[src/rtl/ram_sp_arb_if.sv]
// ram_sp_arb_if: read/write requester bus of the single-port RAM arbiter.
// The master side issues requests and operands; the slave side (the arbiter)
// returns grants and read data.
interface ram_sp_arb_if #(
  parameter int DATA = 72,
  parameter int ADDR = 9
);
  logic            rd_req;
  logic [ADDR-1:0] rd_addr;
  logic            rd_gnt;
  logic            rd_rvalid;
  logic [DATA-1:0] rd_rdata;
  logic            wr_req;
  logic [ADDR-1:0] wr_addr;
  logic [DATA-1:0] wr_data;
  logic            wr_gnt;

  modport master (
    output rd_req, rd_addr, wr_req, wr_addr, wr_data,
    input  rd_gnt, rd_rvalid, rd_rdata, wr_gnt
  );

  modport slave (
    input  rd_req, rd_addr, wr_req, wr_addr, wr_data,
    output rd_gnt, rd_rvalid, rd_rdata, wr_gnt
  );
endinterface

[src/rtl/ram_sp_arb.sv]
// ram_sp_arb: arbitrates one read port and one write port onto a single-port
// RAM, one access per cycle. Reads win ties unless the writer has been denied
// STARVE_MAX cycles in a row. Read data returns 1+PIPELINE cycles after grant.
// Optional feature macro RAM_SP_ARB_INIT_EN: adds an INIT state that zeroes the
// whole RAM after reset and on a flush pulse (init_busy high while sweeping).
module ram_sp_arb #(
  parameter int DATA       = 72,
  parameter int ADDR       = 9,
  parameter int DEPTH      = 2**ADDR,
  parameter int PIPELINE   = 0,
  parameter int STARVE_MAX = 4
) (
  input  logic            clk,
  input  logic            rstn,
  ram_sp_arb_if.slave     bus,
  input  logic            flush,
  output logic            init_busy,
  output logic            ram_chip_en,
  output logic            ram_write_en,
  output logic [ADDR-1:0] ram_addr,
  output logic [DATA-1:0] ram_write_data,
  input  logic [DATA-1:0] ram_read_data
);

  localparam logic [3:0] STARVE_LIM = 4'(STARVE_MAX);

  logic            grant_ok;
  logic            sweep_we;
  logic [ADDR-1:0] sweep_addr;
  logic [3:0]      starve_cnt;
  logic            starved;
  logic [PIPELINE:0] vpipe;

`ifdef RAM_SP_ARB_INIT_EN
  typedef enum logic {INIT, RUN} state_t;
  state_t state;

  // Grants only in RUN, and never in the cycle a flush is being taken.
  assign grant_ok = rstn && (state == RUN) && !flush;
  assign sweep_we = rstn && (state == INIT);

  // Sweep/run state machine: zero every word once, then serve requests.
  always_ff @(posedge clk or negedge rstn) begin
    if (!rstn) begin
      state      <= INIT;
      init_busy  <= 1'b1;
      sweep_addr <= '0;
    end else begin
      case (state)
        INIT: begin
          if (sweep_addr == ADDR'(DEPTH-1)) begin
            state      <= RUN;
            init_busy  <= 1'b0;
            sweep_addr <= '0;
          end else begin
            sweep_addr <= sweep_addr + 1'b1;
          end
        end
        RUN: begin
          if (flush) begin
            state      <= INIT;
            init_busy  <= 1'b1;
            sweep_addr <= '0;
          end
        end
      endcase
    end
  end
`else
  logic unused_cfg;

  assign grant_ok   = rstn;
  assign sweep_we   = 1'b0;
  assign sweep_addr = '0;
  assign init_busy  = 1'b0;
  assign unused_cfg = flush | (DEPTH == 0);
`endif

  assign starved = (starve_cnt == STARVE_LIM);

  // Read wins a tie unless the writer has reached its starvation limit.
  assign bus.rd_gnt = grant_ok & bus.rd_req & ~(bus.wr_req & starved);
  assign bus.wr_gnt = grant_ok & bus.wr_req & (~bus.rd_req | starved);

  assign ram_chip_en    = bus.rd_gnt | bus.wr_gnt | sweep_we;
  assign ram_write_en   = bus.wr_gnt | sweep_we;
  assign ram_addr       = sweep_we ? sweep_addr :
                          (bus.wr_gnt ? bus.wr_addr : bus.rd_addr);
  assign ram_write_data = sweep_we ? '0 : bus.wr_data;

  // Count consecutive denied write cycles, saturating at the limit.
  always_ff @(posedge clk or negedge rstn) begin
    if (!rstn) begin
      starve_cnt <= '0;
    end else if (!bus.wr_req || bus.wr_gnt) begin
      starve_cnt <= '0;
    end else if (!starved) begin
      starve_cnt <= starve_cnt + 1'b1;
    end
  end

  // Shift each read grant down the pipe so rd_rvalid lines up with RAM data.
  always_ff @(posedge clk or negedge rstn) begin
    if (!rstn) begin
      vpipe <= '0;
    end else begin
      vpipe[0] <= bus.rd_gnt;
      for (int i = 1; i <= PIPELINE; i++) begin
        vpipe[i] <= vpipe[i-1];
      end
    end
  end

  assign bus.rd_rvalid = vpipe[PIPELINE];
  assign bus.rd_rdata  = ram_read_data;

endmodule

[src/flat_wrapper.sv]
// flat-port wrapper written by rule: the top's interface ports become plain ports
module ram_sp_arb_flat 
#(
  parameter int DATA       = 72,
  parameter int ADDR       = 9,
  parameter int DEPTH      = 2**ADDR,
  parameter int PIPELINE   = 0,
  parameter int STARVE_MAX = 4
)
  (clk, rstn, flush, init_busy, ram_chip_en, ram_write_en, ram_addr, ram_write_data, ram_read_data, bus_rd_req, bus_rd_addr, bus_wr_req, bus_wr_addr, bus_wr_data, bus_rd_gnt, bus_rd_rvalid, bus_rd_rdata, bus_wr_gnt);
  ram_sp_arb_if #(.DATA(DATA), .ADDR(ADDR)) bus_i ();
  input  logic clk;
  input  logic rstn;
  input  logic flush;
  output logic init_busy;
  output logic ram_chip_en;
  output logic ram_write_en;
  output logic [ADDR-1:0] ram_addr;
  output logic [DATA-1:0] ram_write_data;
  input  logic [DATA-1:0] ram_read_data;
  input wire logic [$bits(bus_i.rd_req)-1:0] bus_rd_req;
  input wire logic [$bits(bus_i.rd_addr)-1:0] bus_rd_addr;
  input wire logic [$bits(bus_i.wr_req)-1:0] bus_wr_req;
  input wire logic [$bits(bus_i.wr_addr)-1:0] bus_wr_addr;
  input wire logic [$bits(bus_i.wr_data)-1:0] bus_wr_data;
  output wire logic [$bits(bus_i.rd_gnt)-1:0] bus_rd_gnt;
  output wire logic [$bits(bus_i.rd_rvalid)-1:0] bus_rd_rvalid;
  output wire logic [$bits(bus_i.rd_rdata)-1:0] bus_rd_rdata;
  output wire logic [$bits(bus_i.wr_gnt)-1:0] bus_wr_gnt;
  assign bus_i.rd_req = bus_rd_req;
  assign bus_i.rd_addr = bus_rd_addr;
  assign bus_i.wr_req = bus_wr_req;
  assign bus_i.wr_addr = bus_wr_addr;
  assign bus_i.wr_data = bus_wr_data;
  assign bus_rd_gnt = bus_i.rd_gnt;
  assign bus_rd_rvalid = bus_i.rd_rvalid;
  assign bus_rd_rdata = bus_i.rd_rdata;
  assign bus_wr_gnt = bus_i.wr_gnt;
  ram_sp_arb #(.DATA(DATA), .ADDR(ADDR), .DEPTH(DEPTH), .PIPELINE(PIPELINE), .STARVE_MAX(STARVE_MAX)) u_core (.clk(clk), .rstn(rstn), .bus(bus_i), .flush(flush), .init_busy(init_busy), .ram_chip_en(ram_chip_en), .ram_write_en(ram_write_en), .ram_addr(ram_addr), .ram_write_data(ram_write_data), .ram_read_data(ram_read_data));
endmodule
[config.mk]
export PLATFORM = sky130hd
export DESIGN_NAME = ram_sp_arb_flat
export DESIGN_NICKNAME = d
export VERILOG_FILES = /design/src/rtl/ram_sp_arb_if.sv /design/src/rtl/ram_sp_arb.sv /design/src/flat_wrapper.sv
export SDC_FILE = /design/constraint.sdc
export NUM_CORES = 1
export LEC_CHECK = 0
export BUFFER_PORTS_ARGS = -buffer_cell sky130_fd_sc_hd__buf_4
export CORE_AREA = 4 4 126 128
export DETAILED_ROUTE_END_ITERATION = 8
export DIE_AREA = 0 0 130 132
export PLACE_DENSITY = 0.49
export SLEW_MARGIN = 20
export SYNTH_ARGS = -nofsm -noshare
export SYNTH_HDL_FRONTEND = slang
export SYNTH_SLANG_ARGS = --single-unit
export TNS_END_PERCENT = 50
[constraint.sdc]
create_clock -name clk -period 2 [get_ports clk]
set_clock_uncertainty 0.2 [all_clocks]
set_input_delay 0.4 -clock clk [delete_from_list [all_inputs] [get_ports clk]]
set_output_delay 0.4 -clock clk [all_outputs]
set_load 0.02 [all_outputs]
==> run_results.csv, run 1 <==
group,metric,value,unit
layout,antennaDiodeCount,0,
pwr,p_total,645.4,uW
detailed_routing,wl,3827,um
synth,synth.top_cell.area_share,70.30,%
clock_network,cts_buffers,3,
setup_path,worstPathRequired,1.40,ns
detailed_routing,vias,695,
floorplan,die_w,130,um
floorplan,start_util,10.49,%
synth,yosysWarnings,0,
clock_network,cts_htree_levels,1,
outcome,failed_checks,"negative setup slack",
clock_network,numClockSinks,5,
detailed_routing,via_per_inst,2.491,
synth,syn_nets,358,
layout,areaGrowthSynthToFinish,-24.72,%
clock_network,path_clk_slew,0.03,ns
setup_path,cp.arrival,1.69,ns
timing,period_share,114.5,%
min_path,worstHoldPathType,"in2reg",
synth,synthTopCellsByArea,"buf_4 70%, dfrtp_1 8.0%, mux2_4 7.7%",
placed_design,numPortBuffers,35,
placed_design,hpwl,3300,um
layout,multi_input_comb_area,321.6,sq um
grt,grt_pass1_vias,777,
min_path,min_path_cells,3,
synth,synth-edff-count,0,
clock_network,cts_tree,"built",
clock_network,clk-insertion-delay-late,0.23,ns
job,cap_violations,0,
grt,gr-total-overflow,0,
detailed_routing,ant_nets,0,
timing,max_freq,0.4367,GHz
placed_design,gp_congestion,0.6898,
detailed_routing,routedWlPerCell,13.72,um
grt,grt_usage,3.914,%
timing,slew_violations,0,
floorplan,pin_count,326,
detailed_routing,drtIter0Drc,10,
setup_path,cp_max_fo,10,
floorplan,dieArea,0.01716,sq mm
pwr,p_leak,0.0005027,uW
timing,hold_viol_final,0,
clock_network,cts-root-buf,"clkbuf_16",
grt,grt_pass1_wl,4836,um
synth,synthArstFlopShare,100.0,%
timing,rsz0062_at_grt,"yes",
synth,synth_top_cell_by_area,"buf_4",
synth,ys_ff_latch,5,
timing,fin_ws,-0.2898,ns
synth,postSynthCellCount,189,
synth,yosysUniqueCellTypes,21,
synth,avgSynthCellArea,8.249,sq um
layout,nFillCells,1726,
setup_path,cp-end-kind,"output port",
setup_path,reg2regPathDepth,6,
synth,yosysSeqAreaShare,8.026,%
outcome,status,"finished, violations left",
grt,grt_max_degree,11,
placed_design,dpl_worst_slack,-0.1403,ns
pwr,vdd_drop_max,0.0002606,V
layout,regArea,125.1,sq um
floorplan,die_h,132,um
detailed_routing,dr.pass1.iters,4,
timing,setup_viol,11,
detailed_routing,remaining_drc_errors,0,
grt,antenna_found_initial,0,
synth,synthesis.area,0.001559,sq mm
pwr,power.density,550.0,mW/mm^2
layout,drive_above_1_share,69.23,%
floorplan,rows,45,
clock_network,clockBufferDepth,2,
floorplan,core,0.01486,sq mm
timing,min_period,2.290,ns
setup_path,setup.worst_path.class,"reg2out",
layout,nets,261,
synth,ys.flop_type,"dfrtp_1",
setup_path,worstSetupStartpointType,"register",
## area by class of cell
cell class,instances,share of cell area [%]
clock buffer,4,6.716
inverter,3,0.9595
multi-input combinational,33,27.40
sequential,5,10.66
tap,188,20.04
timing repair buffer,46,34.22
## critical path: stages (launching register included)
cell and delay, ns:
dfrtp_1 0.38, inv_2 0.07, ha_4 0.14, nand3b_4 0.09, a21oi_4 0.17, buf_12 0.16, mux2_4 0.32, buf_6 0.13
## registers in the layout, indices dropped and copies added (netlist names)
name and flops:
u_core.starve_cnt 4, u_core.bus.rd_rvalid 1
## report_power, final
| part | switching [uW] | internal, uW |
|---|---|---|
| logic | 87.3 | 114 |
| registers | 4.75 | 109 |
| clock network | 66.2 | 264 |
## what timing repair did
action                                  in CTS  in global routing
hold buffers                                 1                  0
hold endpoints to repair                     5                  0
gates resized for setup                     15                  1
buffers inserted                             0                  0
endpoints found under the setup margin      11                 12
## Yosys cell counts (2+ instances only)
cell type	count
nand2_1	6
xor2_1	2
ha_1	2
o32ai_1	2
buf_4	146
dfrtp_1	5
mux2_4	8
nor2_1	3
inv_1	3
## logic make-up (layout without fill, tap and decap cells)
logic type,count (synthesis),count (layout),share of synthesized area [%]
compound gates,6,6,3.130
xor+xnor,2,2,1.124
fa+ha+maj,2,2,1.605
buf+inv,151,53,72.63
flops,5,5,8.026
mux,9,9,8.427
other cells,1,1,0.2405
simple gates,13,13,4.815
## final timing paths
path                                       from              endpoint  slack (ns)
min                                  bus_rd_req  u_core.bus.rd_rvalid        0.26
min in group asynchronous                  rstn  u_core.starve_cnt[2]        0.52
max                        u_core.starve_cnt[1]           ram_addr[4]       -0.29
max reg2reg                u_core.starve_cnt[1]  u_core.starve_cnt[1]        0.55
max in group asynchronous                  rstn  u_core.starve_cnt[3]        0.86
min reg2reg                u_core.starve_cnt[0]  u_core.starve_cnt[0]        0.38
## metal layers
| layer | global-route usage (%) | wire length [um] | part of all wire, % | vias up |
|---|---|---|---|---|
| met4 | 5.081 | 516 | 13 | 0 |
| met3 | 4.133 | 1010 | 26 | 74 |
| met1 | 1.194 | 545 | 14 | 267 |
| met5 | 0 | 0 | 0 | - |
| li1 | - | - | - | 242 |
| met2 | 6.762 | 1756 | 46 | 112 |
## cell usage in the layout, fill, tap and decap left out, types with 2 or more instances in the layout
cell type	n
buf_4	33
buf_6	11
mux2_4	9
nand2_1	6
dfrtp_1	5
nor2_1	3
clkbuf_16	3
inv_2	2
o32ai_1	2
xor2_1	2
## stage by stage
step                      TNS, ns  cells  instance area [sq um]  util, %  hold slack [ns]
final                      -2.644    279                   1174    7.896           0.2611
after global routing       -3.339    279                   1174    7.896           0.2714
after CTS                  -2.893    279                   1170    7.870           0.2457
after detailed placement   -1.028    274                   1026    6.902           0.1185
after global placement     -1.026    274                   1026    6.902           0.1163
after floorplan           -0.1145    189                   1562        -         -0.09559
Note: power is estimated with default switching activity, not from simulation.
==> run 2: changes to the inputs <==
--- a/config.mk
+++ b/config.mk
@@ -5,11 +5,12 @@
 export SDC_FILE = /design/constraint.sdc
 export NUM_CORES = 1
 export LEC_CHECK = 0
-export BUFFER_PORTS_ARGS = -buffer_cell sky130_fd_sc_hd__buf_4
+export BUFFER_PORTS_ARGS = -buffer_cell sky130_fd_sc_hd__buf_2
 export CORE_AREA = 4 4 126 128
 export DETAILED_ROUTE_END_ITERATION = 8
 export DIE_AREA = 0 0 130 132
 export PLACE_DENSITY = 0.49
+export SKIP_CTS_REPAIR_TIMING = 1
 export SLEW_MARGIN = 20
 export SYNTH_ARGS = -nofsm -noshare
 export SYNTH_HDL_FRONTEND = slang
==> run 2 against run 1 <==
The run still ends with negative setup slack left. Clock power rose by 1%. Register-to-register slack lost 0.17 ns. Global-route usage is essentially flat. Sequential power is essentially flat. Critical path depth is the same. Power is essentially flat. First-iteration DRC count grew 80%.
==> run_results.csv, run 2 (same netlist as run 1, synthesis figures left out) <==
group,metric,value,unit
clock_network,path_clk_slew,0.03,ns
layout,fin_util,7.677,%
detailed_routing,via_per_inst,2.554,
clock_network,numClockSinks,5,
floorplan,die_h,132,um
placed_design,gp_congestion,0.7199,
timing,setup_viol,11,
timing,fin_ws,-0.3926,ns
clock_network,clk-insertion-delay-late,0.23,ns
floorplan,start_util,10.49,%
detailed_routing,wl,3942,um
placed_design,hpwl,3339,um
setup_path,worstSetupStartpointType,"register",
layout,final_cell_mix,"23 x buf_2, 11 x buf_6, 10 x buf_4",
setup_path,cp.arrival,1.79,ns
floorplan,dieArea,0.01716,sq mm
timing,period_share,119.6,%
outcome,status,"finished, violations left",
min_path,worstHoldPathType,"in2reg",
layout,postLayoutCellArea,0.001141,sq mm
floorplan,pin_count,326,
job,cap_violations,0,
detailed_routing,top_layer,"met4",
pwr,clkPwrFrac,51.9,%
detailed_routing,wirelength_met1,549,um
timing,hold_viol_final,0,
timing,min_period,2.393,ns
grt,grt_pass1_vias,803,
clock_network,clockBufferDepth,2,
floorplan,rows,45,
placed_design,numPortBuffers,35,
timing,rsz0062_at_grt,"yes",
grt,antenna_found_initial,0,
clock_network,cts_buffers,3,
setup_path,worstPathCellList,"inv_2 > ha_4 > nand3b_4 > a21oi_4 > clkbuf_16 > mux2_4 > buf_6",
placed_design,post_dp_cell_area,938.4,sq um
layout,drive_above_1_share,69.57,%
layout,nFillCells,1750,
floorplan,core,0.01486,sq mm
setup_path,setup.worst_path.class,"reg2out",
detailed_routing,remaining_drc_errors,0,
detailed_routing,vias,715,
pwr,seqPwrFrac,17.6,%
floorplan,die_w,130,um
timing,max_freq,0.4180,GHz
grt,grt_usage,3.956,%
grt,gr-total-overflow,0,
detailed_routing,ant_nets,0,
pwr,vdd_drop_max,0.0001503,V
pwr,combPwrFrac,30.5,%
layout,largest_reg_flops,4,
setup_path,path_delay_family,"buffers and inverters",
pwr,p_int,479.0,uW
pwr,swShare,25.75,%
layout,areaGrowthSynthToFinish,-26.81,%
setup_path,cp_num_buf_inv,3,
timing,slew_violations,0,
clock_network,cts-root-buf,"clkbuf_16",
setup_path,slowest_delay,0.38,ns
clock_network,cts_htree_levels,1,
layout,antennaDiodeCount,0,
layout,top_register,"u_core.starve_cnt",
detailed_routing,wl_met3,972,um
pwr,power.density,565.4,mW/mm^2
setup_path,cp_max_fo,5,
setup_path,cp_slowest_cell,"dfrtp_1",
pwr,p_switching,166.2,uW
grt,grt_pass1_wl,4940,um
clock_network,cts_tree,"built",
detailed_routing,dr_wl_met2,1899,um
detailed_routing,dr.pass1.iters,4,
outcome,failed_checks,"negative setup slack",
setup_path,cp-end-kind,"output port",
setup_path,worstPathRequired,1.40,ns
grt,grt_max_degree,11,
detailed_routing,routedWlPerCell,14.08,um
detailed_routing,drtIter0Drc,18,
layout,final_common_cell,"buf_2",
layout,nets,262,
pwr,p_leak,0.0004940,uW
run 2: worst min-delay path: stages:
cell and delay [ns]:
buf_2 0.09, buf_4 0.13, o32ai_1 0.09
run 2: power by group through the flow:
| stage | combinational (uW) | sequential (uW) | clock (uW) |
|---|---|---|---|
| after floorplan | 510 | 117 | 0 |
| after global placement | 158 | 114 | 0 |
| after detailed placement | 162 | 114 | 0 |
| after CTS | 162 | 113 | 340 |
| after global routing | 211 | 114 | 347 |
| final | 197 | 114 | 335 |
run 2: final cells by class:
type	instances	area, sq um	share of cell area, %
Clock buffer	4	78.83	6.908
Inverter	3	11.26	0.9868
Multi-Input combinational cell	33	321.6	28.18
Sequential cell	5	125.1	10.96
Tap cell	188	235.2	20.61
Timing Repair Buffer	47	369.1	32.35
run 2: final timing paths:
kind | start | end | slack (ns) | depth (start not counted)
max in group asynchronous | rstn | u_core.starve_cnt[0] | 0.85 | 3
max | u_core.starve_cnt[0] | ram_addr[7] | -0.39 | 7
min | rstn | u_core.starve_cnt[1] | 0.32 | 3
min reg2reg | u_core.starve_cnt[0] | u_core.starve_cnt[0] | 0.40 | 3
min in group asynchronous | rstn | u_core.starve_cnt[2] | 0.52 | 3
max reg2reg | u_core.starve_cnt[0] | u_core.starve_cnt[2] | 0.38 | 7
run 2: metrics by stage:
stage / setup WS, ns / hold WS [ns] / total power (uW) / cells / TNS, ns
after global placement: -0.1141 / 0.1195 / 271.5 / 274 / -0.8303
after floorplan: -0.01432 / -0.09559 / 627.2 / 189 / -0.1145
after detailed placement: -0.1343 / 0.1301 / 275.6 / 274 / -1.003
after global routing: -0.4527 / 0.3335 / 671.6 / 280 / -4.447
after CTS: -0.3772 / -0.1095 / 614.9 / 278 / -3.559
final: -0.3926 / 0.3249 / 645.2 / 280 / -3.766
run 2: metal layers:
| metal | track usage (%) | vias up |
|---|---|---|
| li1 | - | 245 |
| met1 | 1.218 | 284 |
| met2 | 6.905 | 111 |
| met3 | 3.971 | 75 |
| met4 | 5.254 | 0 |
| met5 | 0 | - |
